===== src/rtl/riscv_ctrl_pkg.sv =====
// Shared encodings for the multicycle RV32I control path: FSM states, opcodes,
// ALU codes and datapath mux selects.
package riscv_ctrl_pkg;

  typedef enum logic [3:0] {
    StFetch,
    StDecode,
    StMemAdr,
    StMemRead,
    StMemWb,
    StMemWrite,
    StExecR,
    StExecI,
    StAluWb,
    StBranch,
    StJal
  } state_t;

  localparam logic [6:0] OpLoad   = 7'b0000011;
  localparam logic [6:0] OpStore  = 7'b0100011;
  localparam logic [6:0] OpRtype  = 7'b0110011;
  localparam logic [6:0] OpItype  = 7'b0010011;
  localparam logic [6:0] OpJal    = 7'b1101111;
  localparam logic [6:0] OpBranch = 7'b1100011;

  localparam logic [3:0] AluAdd = 4'b0000;
  localparam logic [3:0] AluSub = 4'b0001;
  localparam logic [3:0] AluAnd = 4'b0010;
  localparam logic [3:0] AluOr  = 4'b0011;
  localparam logic [3:0] AluXor = 4'b0100;
  localparam logic [3:0] AluSlt = 4'b0101;
  localparam logic [3:0] AluSll = 4'b0110;
  localparam logic [3:0] AluSrl = 4'b0111;
  localparam logic [3:0] AluSra = 4'b1001;

  localparam logic [1:0] AluOpAdd   = 2'b00;
  localparam logic [1:0] AluOpSub   = 2'b01;
  localparam logic [1:0] AluOpFunct = 2'b10;

  localparam logic [1:0] SrcAPc    = 2'b00;
  localparam logic [1:0] SrcAOldPc = 2'b01;
  localparam logic [1:0] SrcARs1   = 2'b10;

  localparam logic [1:0] SrcBRs2  = 2'b00;
  localparam logic [1:0] SrcBImm  = 2'b01;
  localparam logic [1:0] SrcBFour = 2'b10;

  localparam logic [1:0] ResAluOut = 2'b00;
  localparam logic [1:0] ResData   = 2'b01;
  localparam logic [1:0] ResAlu    = 2'b10;

  localparam logic [1:0] ImmI = 2'b00;
  localparam logic [1:0] ImmS = 2'b01;
  localparam logic [1:0] ImmB = 2'b10;
  localparam logic [1:0] ImmJ = 2'b11;

endpackage


===== src/rtl/alu_decoder.sv =====
// Combinational ALU control decode from the FSM's alu_op and the instruction funct fields.
module alu_decoder
  import riscv_ctrl_pkg::*;
(
  input  logic [1:0] alu_op,
  input  logic [2:0] funct3,
  input  logic       funct7b5,
  input  logic       op5,
  output logic [3:0] alu_control,
  output logic       bad_funct
);

  always_comb begin
    alu_control = AluAdd;
    bad_funct   = 1'b0;
    unique case (alu_op)
      AluOpAdd: alu_control = AluAdd;
      AluOpSub: alu_control = AluSub;
      default: begin
        case (funct3)
          // op5 separates R-type sub from addi, which reuses funct7b5 as imm bit
          3'b000:  alu_control = (funct7b5 & op5) ? AluSub : AluAdd;
          3'b001:  alu_control = AluSll;
          3'b010:  alu_control = AluSlt;
          3'b100:  alu_control = AluXor;
          3'b101:  alu_control = funct7b5 ? AluSra : AluSrl;
          3'b110:  alu_control = AluOr;
          3'b111:  alu_control = AluAnd;
          default: bad_funct = 1'b1;
        endcase
      end
    endcase
  end

endmodule


===== src/rtl/multicycle_ctrl.sv =====
// Main Moore control FSM of the multicycle RV32I core plus the branch-taken term.
// Optional feature macro: BRANCH_EXT_EN (adds bne/blt/bge).
module multicycle_ctrl
  import riscv_ctrl_pkg::*;
(
  input  logic       clk,
  input  logic       reset,
  input  logic [6:0] op,
  input  logic [2:0] funct3,
  input  logic       funct7b5,
  input  logic       zero,
  input  logic       lt_zero,
  input  logic       mem_ready,
  output logic       pc_write,
  output logic       adr_src,
  output logic       mem_write,
  output logic       ir_write,
  output logic       reg_write,
  output logic [1:0] result_src,
  output logic [1:0] alu_src_a,
  output logic [1:0] alu_src_b,
  output logic [1:0] imm_src,
  output logic [3:0] alu_control,
  output logic       illegal
);

  state_t     state_q, state_d;
  logic [1:0] alu_op;
  logic [3:0] dec_alu_control;
  logic       bad_funct;
  logic       taken, bad_branch;
  logic       f_pc_write, f_adr_src, f_mem_write, f_ir_write, f_reg_write, f_illegal;
  logic [1:0] f_result_src, f_alu_src_a, f_alu_src_b, f_imm_src;

  alu_decoder u_alu_decoder (
    .alu_op      (alu_op),
    .funct3      (funct3),
    .funct7b5    (funct7b5),
    .op5         (op[5]),
    .alu_control (dec_alu_control),
    .bad_funct   (bad_funct)
  );

`ifdef BRANCH_EXT_EN
  always_comb begin
    taken      = 1'b0;
    bad_branch = 1'b0;
    case (funct3)
      3'b000:  taken = zero;
      3'b001:  taken = ~zero;
      3'b100:  taken = lt_zero;
      3'b101:  taken = ~lt_zero;
      default: bad_branch = 1'b1;
    endcase
  end
`else
  logic unused_lt_zero;
  assign unused_lt_zero = lt_zero;
  assign taken          = (funct3 == 3'b000) & zero;
  assign bad_branch     = (funct3 != 3'b000);
`endif

  always_comb begin
    case (op)
      OpStore:  f_imm_src = ImmS;
      OpBranch: f_imm_src = ImmB;
      OpJal:    f_imm_src = ImmJ;
      default:  f_imm_src = ImmI;
    endcase
  end

  always_ff @(posedge clk or posedge reset) begin
    if (reset) state_q <= StFetch;
    else       state_q <= state_d;
  end

  always_comb begin
    state_d      = state_q;
    alu_op       = AluOpAdd;
    f_pc_write   = 1'b0;
    f_adr_src    = 1'b0;
    f_mem_write  = 1'b0;
    f_ir_write   = 1'b0;
    f_reg_write  = 1'b0;
    f_illegal    = 1'b0;
    f_result_src = ResAluOut;
    f_alu_src_a  = SrcAPc;
    f_alu_src_b  = SrcBRs2;
    case (state_q)
      StFetch: begin
        f_alu_src_b  = SrcBFour;
        f_result_src = ResAlu;
        if (mem_ready) begin
          f_ir_write = 1'b1;
          f_pc_write = 1'b1;
          state_d    = StDecode;
        end
      end
      StDecode: begin
        f_alu_src_a = SrcAOldPc;
        f_alu_src_b = SrcBImm;
        case (op)
          OpLoad, OpStore: state_d = StMemAdr;
          OpRtype:         state_d = StExecR;
          OpItype:         state_d = StExecI;
          OpJal:           state_d = StJal;
          OpBranch:        state_d = StBranch;
          default: begin
            f_illegal = 1'b1;
            state_d   = StFetch;
          end
        endcase
      end
      StMemAdr: begin
        f_alu_src_a = SrcARs1;
        f_alu_src_b = SrcBImm;
        state_d     = op[5] ? StMemWrite : StMemRead;
      end
      StMemRead: begin
        f_adr_src = 1'b1;
        if (mem_ready) state_d = StMemWb;
      end
      StMemWb: begin
        f_result_src = ResData;
        f_reg_write  = 1'b1;
        state_d      = StFetch;
      end
      StMemWrite: begin
        f_adr_src   = 1'b1;
        f_mem_write = 1'b1;
        if (mem_ready) state_d = StFetch;
      end
      StExecR, StExecI: begin
        alu_op      = AluOpFunct;
        f_alu_src_a = SrcARs1;
        f_alu_src_b = (state_q == StExecI) ? SrcBImm : SrcBRs2;
        f_illegal   = bad_funct;
        state_d     = StAluWb;
      end
      StAluWb: begin
        f_reg_write = 1'b1;
        state_d     = StFetch;
      end
      StBranch: begin
        alu_op      = AluOpSub;
        f_alu_src_a = SrcARs1;
        f_pc_write  = taken;
        f_illegal   = bad_branch;
        state_d     = StFetch;
      end
      StJal: begin
        f_alu_src_a = SrcAOldPc;
        f_alu_src_b = SrcBFour;
        f_pc_write  = 1'b1;
        state_d     = StAluWb;
      end
      default: state_d = StFetch;
    endcase
  end

  // Reset forces every output low immediately, even the FETCH-state decode.
  assign pc_write    = f_pc_write & ~reset;
  assign adr_src     = f_adr_src & ~reset;
  assign mem_write   = f_mem_write & ~reset;
  assign ir_write    = f_ir_write & ~reset;
  assign reg_write   = f_reg_write & ~reset;
  assign illegal     = f_illegal & ~reset;
  assign result_src  = reset ? 2'b00 : f_result_src;
  assign alu_src_a   = reset ? 2'b00 : f_alu_src_a;
  assign alu_src_b   = reset ? 2'b00 : f_alu_src_b;
  assign imm_src     = reset ? 2'b00 : f_imm_src;
  assign alu_control = reset ? 4'b0000 : dec_alu_control;

endmodule


===== config.mk =====
export PLATFORM = sky130hd
export DESIGN_NAME = multicycle_ctrl
export DESIGN_NICKNAME = d
export VERILOG_FILES = /design/src/rtl/riscv_ctrl_pkg.sv /design/src/rtl/alu_decoder.sv /design/src/rtl/multicycle_ctrl.sv
export SDC_FILE = /design/constraint.sdc
export NUM_CORES = 1
export LEC_CHECK = 0
export ABC_AREA = 0
export CAP_MARGIN = 20
export CORE_MARGIN = 8
export CORE_UTILIZATION = 39
export CTS_CLUSTER_DIAMETER = 50
export DETAILED_ROUTE_END_ITERATION = 7
export PLACE_DENSITY = 0.9
export REMOVE_ABC_BUFFERS = 1
export SYNTH_ARGS = -nofsm -noshare
export SYNTH_HDL_FRONTEND = slang
export SYNTH_SLANG_ARGS = --single-unit

===== constraint.sdc =====
create_clock -name clk -period 2 [get_ports clk]
set_input_delay 0.4 -clock clk [delete_from_list [all_inputs] [get_ports clk]]
set_output_delay 0.4 -clock clk [all_outputs]
set_load 0.05 [all_outputs]

==> results.cfg, run 1 <==
[timing]
endpoint_type = output port
crit_endpoint = illegal

[floorplanning]
fp-row-count = 15
die_height_um = 57.3
die_w_um = 57.3
ios = 34
floorplan.initialDensity_pct = 39.9

[global_route]
grt_max_degree = 15

[logic_synthesis]
avgSynthCellArea_um2 = 6.72
synth_edf_count = 0
synth_cell_types = 40
synth_top_flop_cell = dfrtp_1
synth_seq_area_share_pct = 15.0
synth_top_cell_by_area = dfrtp_1
yosys-top-cells-area = dfrtp_1 15%, nand2_1 6.8%, a21oi_1 6.0%
ys_seq_elements = 4
synthesis.area_um2 = 666
ys_warn_count = 0
synth_top_area_share_pct = 15.0
synth_cells = 99
synthArstFlopShare_pct = 100

[placement]
place_hpwl_mm = 2.52
port_buffers = 32
routabilityCongestion = 0.867
place_area_um2 = 1430

[run_status]
stop_stage = global routing (5_1_grt)
status = aborted with a tool error
stop_error = [ERROR DPL-0038] Utilization greater than 100%, impossible to legalize

[clock_network]
htree_levels = 1
hold_buffers = 0
clk_root_buffer_cell = clkbuf_4
cts_buffers = 3
cts.path.max_buffers = 2
clock-sinks = 4
what timing repair did:
action / CTS
gates resized for setup: 29
endpoints found under the setup margin: 12
buffers inserted: 5
pin swaps: 10
cells by family after synthesis:
group	Yosys count	synth area share, %
buffers and inverters	9	5.64
muxes	2	3.20
AOI/OAI and AO/OA	25	25.6
and+or+nand+nor	55	45.3
xor gates and xnor gates	4	5.26
DFF	4	15.0
Yosys cell counts (2+ instances only):
cell       n
a21oi_1    8
a31oi_1    2
and2_1     2
and3_1     2
buf_2      3
clkbuf_1   2
dfrtp_1    4
inv_1      3
nand2_1   12
nand2b_1   4
nand4_1    2
nor2_1     9
nor3_1     7
nor3b_1    3
nor4_1     5
o21ai_0    3
o21ai_1    2
o22ai_1    2
xnor2_1    3
stage by stage:
stage	utilization (%)	worst slack [ps]	cells	hold slack (ps)	setup TNS [ps]
after CTS	93.3	-207	185	551	-1050
after detailed placement	85.8	-245	177	663	-1390
after global placement	85.8	-220	177	657	-995
after floorplan	-	-874	94	188	-6510
==> run 2: changes to the inputs <==
--- a/config.mk
+++ b/config.mk
@@ -7,11 +7,10 @@
 export LEC_CHECK = 0
 export ABC_AREA = 0
 export CAP_MARGIN = 20
-export CORE_MARGIN = 8
-export CORE_UTILIZATION = 39
-export CTS_CLUSTER_DIAMETER = 50
+export CORE_AREA = 8 8 69 71
 export DETAILED_ROUTE_END_ITERATION = 7
-export PLACE_DENSITY = 0.9
+export DIE_AREA = 0 0 77 79
+export PLACE_DENSITY_LB_ADDON = 0.15
 export REMOVE_ABC_BUFFERS = 1
 export SYNTH_ARGS = -nofsm -noshare
 export SYNTH_HDL_FRONTEND = slang
==> run 2 against run 1 <==
  * The flow now finishes, with violations (setup timing)
  * Synthesized cell count is the same
  * Synthesized area is the same
==> results.cfg, run 2 <==
[logic_synthesis]
yosys-top-cells-area = dfrtp_1 15%, nand2_1 6.8%, a21oi_1 6.0%
synth_top_area_share_pct = 15.0
synth_seq_area_share_pct = 15.0
yosysMostFrequentCell = nand2_1
ys_warn_count = 0
ys_seq_elements = 4
synthArstFlopShare_pct = 100
synth_cell_types = 40
avgSynthCellArea_um2 = 6.72
synthesis.area_um2 = 666
synth_cells = 99
synth_commonest_cells = 12 x nand2_1, 9 x nor2_1, 8 x a21oi_1
synth_top_cell_by_area = dfrtp_1
synth_top_flop_cell = dfrtp_1
synth_edf_count = 0

[routing]
drtPass1Iterations = 4
drc = 0
vias = 1044
vias_per_cell = 4.62
ant_nets = 0
drtIter0Drc = 25
drt-total-wl_mm = 2.97
wl_per_cell_um = 13.1

[power_and_ir_drop]
power_leakage_nw = 0.804
power_density_nw_per_um2 = 688
peakVddDrop_mv = 0.234
design_power_total_mw = 1.23

[final_layout]
largest_register_ffs = 4
top_register = state_q
reg_top3 = state_q: 4 flops
layout_common_cells = 40 x buf_4, 18 x buf_12, 10 x dlygate4sd2_1
antenna_cells = 0
drive_above_1_share_pct = 60.8
layout_commonest_cell = buf_4
final_nets = 194
synthToLayoutAreaGrowth_pct = 170

[setup_path]
arrival_ps = 1740
crit_required_ps = 1600
worstSetupStartpointType = register
worstSetupPathType = register to output port
cp_max_fo = 3
r2r_slack_ps = 180
end_kind = output port

[global_route]
grt_pass1_wl_mm = 4.95
antenna_found_initial = 0
grt_max_degree = 15
grt_pass1_vias = 1104
grt_overflow = 0
track_usage_pct = 9.68

[floorplanning]
floorplan.initialDensity_pct = 17.5
dieArea_um2 = 6080
die_height_um = 79
fp.coreArea_um2 = 3800
fp-row-count = 23
ios = 34
die_w_um = 77

[timing]
tightestPinTransition_ps = 279
fin_crit_sh_pct = 107
fin_skew_ps = 4.22
relSlewSlack_pct = 81.4
max_clock_freq_mhz = 467
finalWorstSetupSlack_ps = -143
setup_violations = 5
hold_violations = 0
period_minus_slack_ps = 2140
drv_slew = 0
rsz0062_at_grt = true
hold_ws_ps = 631

[clock_network]
cts_tree = built
cts.path.max_buffers = 2
cts.clk_slew.worst_paths_ps = 30
clock-sinks = 4
htree_levels = 1
clk_latency_ps = 220
cts_buffers = 3
clk_root_buffer_cell = clkbuf_8

[hold_path]
hold_class = register to register

[placement]
place_hpwl_mm = 2.26
port_buffers = 32
routabilityCongestion = 0.916

[run_status]
status = finished, violations left
violations = setup timing

[run]
drv_cap = 0
## run 2: cell counts after synthesis
Identical to the previous run, type by type.
## run 2: cell families (layout without fill, tap and decap cells)
logic type	count (synthesis)	count (layout)	synth area share, %
and+or+nand+nor	55	55	45.3
AOI/OAI and AO/OA	25	25	25.6
buffers and inverters	9	86	5.64
xor gates and xnor gates	4	4	5.26
DFF	4	4	15.0
muxes	2	2	3.20
## run 2: worst paths after layout
kind	from	end	cells after the start
worst max-delay path	state_q[3]	pc_write	5
worst min-delay path	state_q[0]	state_q[1]	1
worst max register to register	state_q[1]	state_q[0]	8
worst min register to register	state_q[0]	state_q[1]	1
max in group asynchronous	reset	state_q[1]	4
min in group asynchronous	reset	state_q[2]	4
## run 2: cell type report
type / instances / area, um^2
clock buffers: 3 / 41.3
fillers: 370 / 2000
inverters: 4 / 15.0
multi-input cells: 86 / 702
flip-flops and latches: 4 / 104
well taps: 50 / 62.6
repair buffers: 79 / 870
## run 2: metrics by stage
| stage | setup slack, ps | cells | instance area [um^2] | setup TNS, ps | util, % |
|---|---|---|---|---|---|
| global placement | -257 | 214 | 1490 | -1340 | 39.3 |
| detailed placement | -238 | 214 | 1490 | -1340 | 39.3 |
| CTS | -135 | 222 | 1690 | -324 | 44.5 |
| global route | -189 | 226 | 1790 | -783 | 47.2 |
| floorplan | -874 | 94 | 643 | -6510 | - |
| finish | -143 | 226 | 1790 | -504 | 47.2 |
## run 2: per-layer routing
layer	routed length [um]	GRT usage, %
met4	67	4.72
met5	0	0
met1	1240	11.1
met2	1520	17.1
met3	146	1.69
## run 2: critical path: stages, from the launching register on
cell and delay (ps):
dfrtp_2 410, or4_4 560, nor2_4 110, and2_4 150, a41o_1 140, buf_12 150
## run 2: report_power, final
| group | switching [mW] | internal, mW |
|---|---|---|
| clock network | 0.0400 | 0.128 |
| logic | 0.464 | 0.470 |
| registers | 0.0331 | 0.0997 |
## run 2: what timing repair did
action | 4_1_cts | 5_1_grt
gates cloned | 0 | 0
hold buffers | 0 | 0
setup endpoints to repair | 11 | 14
pin swaps | 15 | 9
resized for setup | 43 | 18
buffers inserted | 8 | 5
Power figures use the tool's default switching activity.
